## src/rtl/rapcla_pipe_adder.sv

```systemverilog
// Three-stage pipelined reconfigurable approximate carry-lookahead adder.
// Optional approximate low segment enabled by defining RAPCLA_APPROX_EN.
module rapcla_pipe_adder #(
  parameter int WIDTH       = 32,
  parameter int VALENCY     = 4,
  parameter int APPROX_BITS = 8
) (
  input  logic             clk,
  input  logic             rst_n,
  input  logic             in_valid,
  output logic             in_ready,
  input  logic [WIDTH-1:0] a,
  input  logic [WIDTH-1:0] b,
  input  logic             cin,
  input  logic             approx,
  output logic             out_valid,
  input  logic             out_ready,
  output logic [WIDTH-1:0] sum,
  output logic             cout,
  output logic             out_approx
);

  localparam int unsigned NG = WIDTH / VALENCY;
  localparam int unsigned VU = VALENCY;

  logic stall;
  logic approx_eff;

  logic             s1_valid, s1_cin, s1_approx;
  logic [WIDTH-1:0] s1_a, s1_b, s1_g, s1_p;
  logic [NG-1:0]    gg_c, gp_c;

  logic             s2_valid, s2_cin, s2_approx;
  logic [WIDTH-1:0] s2_g, s2_p;
  logic [NG-1:0]    s2_gg, s2_gp;

  logic [NG:0]      c;
  logic [WIDTH-1:0] sum_c;
  logic             gacc, pacc, ci;

`ifdef RAPCLA_APPROX_EN
  localparam int unsigned AG     = APPROX_BITS / VALENCY;
  localparam int unsigned AB_MSB = (APPROX_BITS > 0) ? APPROX_BITS - 1 : 0;
  localparam logic [WIDTH-1:0] LOW_MASK = {WIDTH{1'b1}} >> (WIDTH - APPROX_BITS);

  assign approx_eff = approx;
`else
  logic unused_approx;

  assign unused_approx = approx;
  assign approx_eff    = 1'b0;
`endif

  // The whole pipeline freezes while the head result waits downstream.
  assign stall    = out_valid & ~out_ready;
  assign in_ready = ~stall;

  assign s1_g = s1_a & s1_b;
  assign s1_p = s1_a ^ s1_b;

  always_comb begin
    gg_c = '0;
    gp_c = '0;
    gacc = 1'b0;
    pacc = 1'b0;
    for (int unsigned j = 0; j < NG; j++) begin
      gacc = s1_g[j*VU];
      pacc = s1_p[j*VU];
      for (int unsigned k = 1; k < VU; k++) begin
        gacc = s1_g[j*VU+k] | (s1_p[j*VU+k] & gacc);
        pacc = s1_p[j*VU+k] & pacc;
      end
      gg_c[j] = gacc;
      gp_c[j] = pacc;
    end
  end

  always_comb begin
    c     = '0;
    sum_c = '0;
    ci    = 1'b0;
    c[0]  = s2_cin;
    for (int unsigned j = 0; j < NG; j++) begin
      c[j+1] = s2_gg[j] | (s2_gp[j] & c[j]);
`ifdef RAPCLA_APPROX_EN
      // Approx beats restart the chain at the segment boundary from the top low bit's generate.
      if (s2_approx && (APPROX_BITS > 0) && (j + 1 == AG))
        c[j+1] = s2_g[AB_MSB];
`endif
    end
    for (int unsigned j = 0; j < NG; j++) begin
      ci = c[j];
      for (int unsigned k = 0; k < VU; k++) begin
        sum_c[j*VU+k] = s2_p[j*VU+k] ^ ci;
        ci            = s2_g[j*VU+k] | (s2_p[j*VU+k] & ci);
      end
    end
`ifdef RAPCLA_APPROX_EN
    if (s2_approx)
      sum_c = (sum_c & ~LOW_MASK) | ((s2_p | s2_g) & LOW_MASK);
`endif
  end

  always_ff @(posedge clk or negedge rst_n) begin
    if (!rst_n) begin
      s1_valid   <= 1'b0;
      s1_a       <= '0;
      s1_b       <= '0;
      s1_cin     <= 1'b0;
      s1_approx  <= 1'b0;
      s2_valid   <= 1'b0;
      s2_g       <= '0;
      s2_p       <= '0;
      s2_gg      <= '0;
      s2_gp      <= '0;
      s2_cin     <= 1'b0;
      s2_approx  <= 1'b0;
      out_valid  <= 1'b0;
      sum        <= '0;
      cout       <= 1'b0;
      out_approx <= 1'b0;
    end else if (!stall) begin
      s1_valid   <= in_valid;
      s1_a       <= a;
      s1_b       <= b;
      s1_cin     <= cin;
      s1_approx  <= approx_eff;
      s2_valid   <= s1_valid;
      s2_g       <= s1_g;
      s2_p       <= s1_p;
      s2_gg      <= gg_c;
      s2_gp      <= gp_c;
      s2_cin     <= s1_cin;
      s2_approx  <= s1_approx;
      out_valid  <= s2_valid;
      sum        <= sum_c;
      cout       <= c[NG];
      out_approx <= s2_approx;
    end
  end

endmodule

```

## config.mk

```make
export PLATFORM = sky130hd
export DESIGN_NAME = rapcla_pipe_adder
export DESIGN_NICKNAME = d
export VERILOG_FILES = /design/src/rtl/rapcla_pipe_adder.sv
export SDC_FILE = /design/constraint.sdc
export NUM_CORES = 1
export LEC_CHECK = 0
export BUFFER_PORTS_ARGS = -buffer_cell sky130_fd_sc_hd__buf_2
export CORE_MARGIN = 5
export CORE_UTILIZATION = 40
export CTS_BUF_LIST = sky130_fd_sc_hd__clkbuf_8
export DETAILED_ROUTE_END_ITERATION = 6
export PLACE_DENSITY = 0.65
export RECOVER_POWER = 25
export SETUP_SLACK_MARGIN = 0.15
export SLEW_MARGIN = 20
export SYNTH_ARGS = -nofsm -noshare
export SYNTH_HDL_FRONTEND = slang
export SYNTH_SLANG_ARGS = --single-unit
```

## constraint.sdc

```tcl
create_clock -name clk -period 3.61 [get_ports clk]
set_input_delay 0.722 -clock clk [delete_from_list [all_inputs] [get_ports clk]]
set_output_delay 0.722 -clock clk [all_outputs]
set_load 0.005 [all_outputs]
```

# == Word level (Yosys, flattened, before mapping) ==
# Cells that the tools add are included.
# totals
ff_bits,181
in_bits,70
elab_cells,186
# classes
n_bitwise,173
# ops
operator,count
$and A1 B1 Y1,81
$or A1 B1 Y1,56
$and A32 B32 Y32,1
$xor A1 B1 Y1,32
$xor A32 B32 Y32,1
$not A1 Y1,2

# == Logic depth before layout (Yosys ltp) ==
# Gate-level depths: netlist of the first run.
# depth
ltp_word,21
mapped_depth,12
ltp_nobuf,12

# == Least setup slack after synthesis of the first run ==
# Ideal clock, no wire load.
# synth_path
path_kind,reg-to-reg
from,register s2_gp[0]
to,register sum[23]
setup_ns,0.127
arrival_ns,2.413
required_time_ns,3.483
setup_slack_ns,1.069
stages_incl_launch_ff,13
n_path_buf,0
period_less_slack_ns,2.541
cell_sequence,dfrtp_1 a211oi_2 o21bai_1 a21o_1 a21o_1 ha_1 or2_2 ha_1 or2_2 ha_1 nor2_1 xor2_1 o21ai_0
# synth_between
elab_chain_len,17
# synth_rtl
item,line_no,source
start: declaration,35,"logic [NG-1:0] s2_gg, s2_gp;"
start signal: assignment,132,s2_gp <= gp_c;
$and A1 B1 Y1,84,c[j+1] = s2_gg[j] | (s2_gp[j] & c[j]);
$or A1 B1 Y1,84,
$and A1 B1 Y1,84,
$or A1 B1 Y1,84,
$and A1 B1 Y1,84,
$or A1 B1 Y1,84,
$and A1 B1 Y1,84,
$or A1 B1 Y1,84,
$and A1 B1 Y1,84,
$or A1 B1 Y1,84,
$and A1 B1 Y1,95,ci = s2_g[j*VU+k] | (s2_p[j*VU+k] & ci);
$or A1 B1 Y1,95,
$and A1 B1 Y1,95,
$or A1 B1 Y1,95,
$and A1 B1 Y1,95,
$or A1 B1 Y1,95,
$xor A1 B1 Y1,94,sum_c[j*VU+k] = s2_p[j*VU+k] ^ ci;
end signal: assignment,136,sum <= sum_c;
end: declaration,18,"output logic [WIDTH-1:0] sum,"
# Every way passes these cells.
# A chain may end at the register's enable or synchronous reset.

# == Worst setup path after layout of the first run ==
# Ends and elaborated chain as after synthesis.

==> results of run 1 <==
layout make-up:
| class | instances | area, um^2 |
|---|---|---|
| Timing Repair Buffer | 107 | 596 |
| Tap cell | 260 | 325 |
| Multi-Input combinational cell | 642 | 3130 |
| Clock inverter | 14 | 97.6 |
| Sequential cell | 174 | 4350 |
| Fill cell | 1928 | 10100 |
| Inverter | 1 | 6.26 |
| Clock buffer | 18 | 248 |
cells by family after synthesis:
family | after synthesis
adders and majority gates | 56
xor gates and xnor gates | 8
and+or+nand+nor | 525
buffers and inverters | 40
DFF | 174
other | 1
AOI/OAI and AO/OA | 52
metal layers:
metal | up-vias | GRT usage [%] | wire length [um] | share of wire, %
met1 | 2555 | 20.2 | 7280 | 48
met2 | 77 | 23.5 | 7250 | 48
li1 | 2861 | - | - | -
met5 | - | 0 | 0 | 0
met4 | 0 | 4.53 | 175 | 1.2
met3 | 12 | 2.89 | 493 | 3.2
cell usage after synthesis:
| master | n |
|---|---|
| o211ai_1 | 1 |
| buf_4 | 15 |
| inv_2 | 1 |
| nor2b_2 | 1 |
| nor2_1 | 24 |
| clkbuf_1 | 4 |
| conb_1 | 1 |
| a21o_1 | 4 |
| nor4_1 | 1 |
| a21oi_1 | 18 |
| o21bai_1 | 1 |
| buf_2 | 17 |
| nand2_1 | 461 |
| nand2b_1 | 2 |
| xor2_1 | 8 |
| nor3_1 | 1 |
| or2_2 | 16 |
| a211oi_2 | 1 |
| nand4_1 | 8 |
| ha_1 | 56 |
| buf_6 | 3 |
| and2_1 | 1 |
| nor2b_1 | 8 |
| o21ai_0 | 27 |
| or3_1 | 1 |
| nand3_1 | 1 |
| dfrtp_1 | 174 |
critical path, delay by kind of cell, from the launching register on:
kind	cells	cell delay [ps]
AND/OR/NAND/NOR	3	660
XOR/XNOR	1	150
AO/OA/AOI/OAI	5	970
adder cells (fa/ha/maj)	3	520
flip-flops	1	410
flip-flops by register name (all words and copies together), names as in the netlist:
signal	flops
out_valid	1
s2_p	32
s1_cin	1
s2_gg	8
s2_valid	1
s2_gp	8
sum	32
cout	1
s2_cin	1
s2_g	24
s1_b	32
s1_a	32
s1_valid	1
power by group through the flow:
stage                     Clock [mW]  Combinational [mW]  Sequential, mW
after global routing            1.33                2.63            3.18
after detailed placement           0                2.27            3.12
after global placement             0                2.24            3.08
after floorplan                    0                1.61            3.04
after CTS                       1.25                2.29            3.08
final                           1.19                2.23            3.07
worst min-delay path by stage:
stage | end | slack, ps | start
floorplan | cout | 430 | rst_n
global placement | s2_g[0] | 440 | s2_g[0]
finish | sum[1] | 460 | sum[1]
CTS | s2_g[1] | 340 | rst_n
detailed placement | s2_g[0] | 450 | s2_g[0]
global route | s1_a[22] | 430 | a[22]
metrics by stage:
stage | util [%] | worst slack, ps | hold WS (ps) | area, um^2 | power [mW]
4_1_cts | 46.4 | 684 | 336 | 8770 | 6.62
3_3_place_gp | 44.6 | 732 | 441 | 8420 | 5.33
2_1_floorplan | - | 1070 | 426 | 7730 | 4.65
6_report | 46.4 | 755 | 463 | 8760 | 6.49
5_1_grt | 46.4 | 546 | 433 | 8760 | 7.13
3_5_place_dp | 44.6 | 709 | 448 | 8420 | 5.39
==> results.json, run 1 <==
{
  "synthAdderAreaFrac_pct": 9.06,
  "cts_tree": "yes",
  "maxCapViolCount": 1,
  "grtUsageTotal_pct": 14.6,
  "rsz0062_at_grt": "false",
  "ctsHtreeMaxLevel": 4,
  "finalCriticalPeriod_ps": 2850,
  "synthMuxAreaShare_pct": 0,
  "dieArea_um2": 22200,
  "dp_hpwl_um": 10300,
  "grt_pass1_vias": 5407,
  "core_um2": 18900,
  "worstSetupStartpointType": "register",
  "yosysTopAreaCellShare_pct": 56.3,
  "crit_top_cell": "ha_1",
  "ctsResizeCount": 0,
  "criticalPathCategory": "reg2reg",
  "rows": 50,
  "cts_setup_buffers": 0,
  "comb_power_share_pct": 34.4,
  "synth_compound_area_share_pct": 3.66,
  "avgRoutedWirePerCell_um": 12.5,
  "yosys.area_share.simple_pct": 26.8,
  "overflow": 0,
  "drt_pass1_iterations": 4,
  "p_per_area_nw_per_um2": 741,
  "yosysUniqueCellTypes": 27,
  "critPathArrivalTime_ps": 3160,
  "synthesis.nets": 982,
  "fin_nets": 1069,
  "skew_ps": 14.8,
  "fmax_mhz": 350,
  "min_period_over_period_pct": 79.1,
  "status": "complete, but fails checks",
  "cellInternalPower_mw": 4.12,
  "slowest_stage": "dfrtp_1",
  "die_x_um": 149,
  "synthCells": 856,
  "ys_seq_area_share_pct": 56.3,
  "drive_gt1_share_pct": 16.4,
  "startpoint": "s2_gp[0]",
  "max_slew_margin_pct": -41.7,
  "crit_fanout": 3,
  "final_common_cell": "nand2_1",
  "io_pins": 106,
  "ant_nets": 0,
  "ys_top_cells_by_area": "dfrtp_1, nand2_1, ha_1",
  "route.detailed.drc": 0,
  "cpPeakStageDelay_ps": 410,
  "worstPathCellList": "a211oi_2 -> o21bai_1 -> a21o_1 -> a21o_1 -> ha_1 -> or2_2 -> ha_1 -> or2_2 -> ha_1 -> nor2_1 -> xor2_1 -> o21ai_0",
  "r2r_slack_ps": 760,
  "clk_path_buf_depth": 2,
  "r2r_cells": 12,
  "violations": "max-capacitance violations, max-slew violations",
  "drv_slew": 82,
  "start_util_pct": 40.9,
  "clockPowerShare_pct": 18.4,
  "vias": 5505,
  "clk_latency_ps": 450,
  "drt_iter0_drc": 293,
  "synthXorXnorAreaFrac_pct": 0.906,
  "hp-class": "reg2reg",
  "grt_first_pass_wirelength_um": 26400,
  "p_leak_nw": 4.80,
  "dp.cells": 1184,
  "endpoint": "sum[23]",
  "vdd_drop_max_uv": 308,
  "area_growth_pct": 13.3,
  "synth-seq-cells": 174,
  "diodes": 0,
  "worst_r2r_endpoint": "sum[23]",
  "clock-sinks": 174,
  "fin_cells": 1216,
  "setup_viol_count_final": 0,
  "fin_tns_setup_ps": 0,
  "crit_path_end_kind": "register",
  "r2r_start": "s2_gp[0]",
  "yosysTopAreaCell": "dfrtp_1",
  "grt_max_degree": 191,
  "ctsRootBufferMaster": "clkbuf_8",
  "path_clk_slew_ps": 90,
  "port_buffers": 103,
  "min_path_cells": 2,
  "vias_per_cell": 4.53,
  "ctsHoldBuffers": 0,
  "globalplace.congestion": 0.746,
  "fp.dieH_um": 149,
  "switching_share_pct": 36.5,
  "cp.required_ps": 3910,
  "yosysWarnings": 0,
  "wirelength_um": 15200,
  "hold_viol": 0,
  "final_cell_mix": "nand2_1, dfrtp_1, buf_2",
  "syn-cell-area_um2": 7730,
  "cts_buffers": 17,
  "worst_pin_slew_ps": 2120,
  "pwr-share-seq_pct": 47.3,
  "grt_antenna_before_repair": 0,
  "avgSynthCellArea_um2": 9.03,
  "switching_power_mw": 2.37,
  "synth_top_family_by_area": "simple AND/OR/NAND/NOR gates"
}
Power figures use the tool's default switching activity.
==> run 2, diff against run 1 <==
Settings changed: PLACE_DENSITY 0.65 to 0.67.
Clock period 3.61 ns to 2.6 ns, I/O delays scaled along.
==> results.json, run 2 (synthesized netlist as in run 1, its figures left out) <==
{
  "wirelength_um": 15500,
  "grt_first_pass_wirelength_um": 26300,
  "dp_hpwl_um": 10600,
  "die_x_um": 149,
  "ctsRootBufferMaster": "clkbuf_8",
  "clk_latency_ps": 460,
  "route.detailed.drc": 0,
  "p_leak_nw": 4.89,
  "worst_r2r_endpoint": "sum[23]",
  "final_cell_mix": "nand2_1, dfrtp_1, buf_2",
  "rows": 50,
  "endpoint": "sum[23]",
  "grtUsageTotal_pct": 14.5,
  "overflow": 0,
  "rsz0062_at_grt": "true",
  "hp-class": "in2reg",
  "vias": 5621,
  "maxCapViolCount": 0,
  "place_ws_ps": -35.7,
  "skew_ps": 15.7,
  "io_pins": 106,
  "finalCriticalPeriod_ps": 2480,
  "ant_nets": 0,
  "clock-sinks": 174,
  "r2r_slack_ps": 120,
  "globalplace.congestion": 0.771,
  "fin_nets": 1090,
  "worstSetupStartpointType": "register",
  "area_growth_pct": 18.9,
  "final_common_cell": "nand2_1",
  "dp.cells": 1200,
  "clk_path_buf_depth": 2,
  "core_um2": 18900,
  "drive_gt1_share_pct": 20.9,
  "p_per_area_nw_per_um2": 1060,
  "dieArea_um2": 22200,
  "grt_pass1_vias": 5517,
  "grt_max_degree": 97,
  "avgRoutedWirePerCell_um": 12.5,
  "crit_path_end_kind": "register",
  "grt_antenna_before_repair": 0,
  "fin_area_um2": 9190,
  "vias_per_cell": 4.55,
  "critPathArrivalTime_ps": 2830,
  "start_util_pct": 40.9,
  "drv_slew": 0,
  "vdd_drop_max_uv": 486,
  "drt_pass1_iterations": 4,
  "crit_fanout": 2,
  "cts_buffers": 17,
  "min_period_over_period_pct": 95.6,
  "max_slew_margin_pct": 13.0,
  "power_mw": 9.75,
  "status": "finished clean",
  "fp.dieH_um": 149,
  "fin_cells": 1236,
  "cts_tree": "yes",
  "r2r_cells": 12,
  "worst_pin_slew_ps": 1300,
  "setup_slack_ps": 115,
  "ctsHtreeMaxLevel": 4,
  "r2r_start": "s2_cin",
  "cp.required_ps": 2940,
  "criticalPathCategory": "reg2reg",
  "dpl-instance-area_um2": 8560,
  "startpoint": "s2_cin",
  "final.fill_count": 1872,
  "drt_iter0_drc": 311,
  "port_buffers": 103,
  "path_clk_slew_ps": 100,
  "hold_viol": 0,
  "fmax_mhz": 402,
  "diodes": 0,
  "setup_viol_count_final": 0
}
==> run 2: cell type report <==
class	instances	area [um^2]	share of cell area [%]
clock buffers	17	234	2.55
clock inverters	14	121	1.32
inverters	1	6.26	0.0681
multi-input cells	642	3390	36.9
flip-flops and latches	174	4350	47.4
well taps	260	325	3.54
repair buffers	128	757	8.24
==> run 2: power by group <==
part / total [mW] / switching, mW / internal, mW / leakage (nW)
Combinational: 3.70 / 1.94 / 1.76 / 2.59
Clock: 1.73 / 0.978 / 0.749 / 0.171
Sequential: 4.32 / 0.627 / 3.70 / 2.13
Total: 9.75 / 3.54 / 6.21 / 4.89
==> run 2: how the worst min path moves through the flow <==
stage	startpoint	endpoint	slack, ps	cells past startpoint
floorplan	rst_n	cout	220	0
global placement	s2_valid	out_valid	440	1
detailed placement	sum[21]	sum[21]	450	2
CTS	a[17]	s1_a[17]	210	3
global route	a[17]	s1_a[17]	210	3
finish	a[10]	s1_a[10]	250	3
==> run 2: metrics by stage <==
| stage | util (%) | TNS [ps] | hold WS (ps) |
|---|---|---|---|
| after floorplan | - | 0 | 224 |
| after global placement | 45.3 | -105 | 439 |
| after detailed placement | 45.3 | -106 | 451 |
| after CTS | 47.7 | 0 | 208 |
| after global routing | 48.6 | -36.7 | 209 |
| final | 48.6 | 0 | 251 |
==> run 2: worst max-delay path, stage by stage (launching register included) <==
cell and delay, ps:
dfrtp_1 390, a211oi_2 280, o21bai_1 130, a21o_1 180, a21o_1 170, ha_2 160
or2_4 230, ha_4 150, or2_4 230, ha_4 160, nor2_4 70, xor2_1 140
o21ai_1 70
==> run 2: what timing repair did <==
item | in CTS | in global routing
pin swaps | 18 | 24
endpoints found under the hold margin | 45 | 0
setup buffers | 1 | 3
resized for setup | 25 | 41
hold buffers | 1 | 0
setup endpoints to repair | 9 | 10
==> run 2: routing by layer <==
| layer | up-vias | part of all wire [%] | track usage (%) |
|---|---|---|---|
| met1 | 2628 | 47 | 19.5 |
| met2 | 74 | 48 | 23.4 |
| li1 | 2906 | - | - |
| met3 | 13 | 3.8 | 3.89 |
| met4 | 0 | 0.95 | 3.71 |
| met5 | - | 0 | 0 |
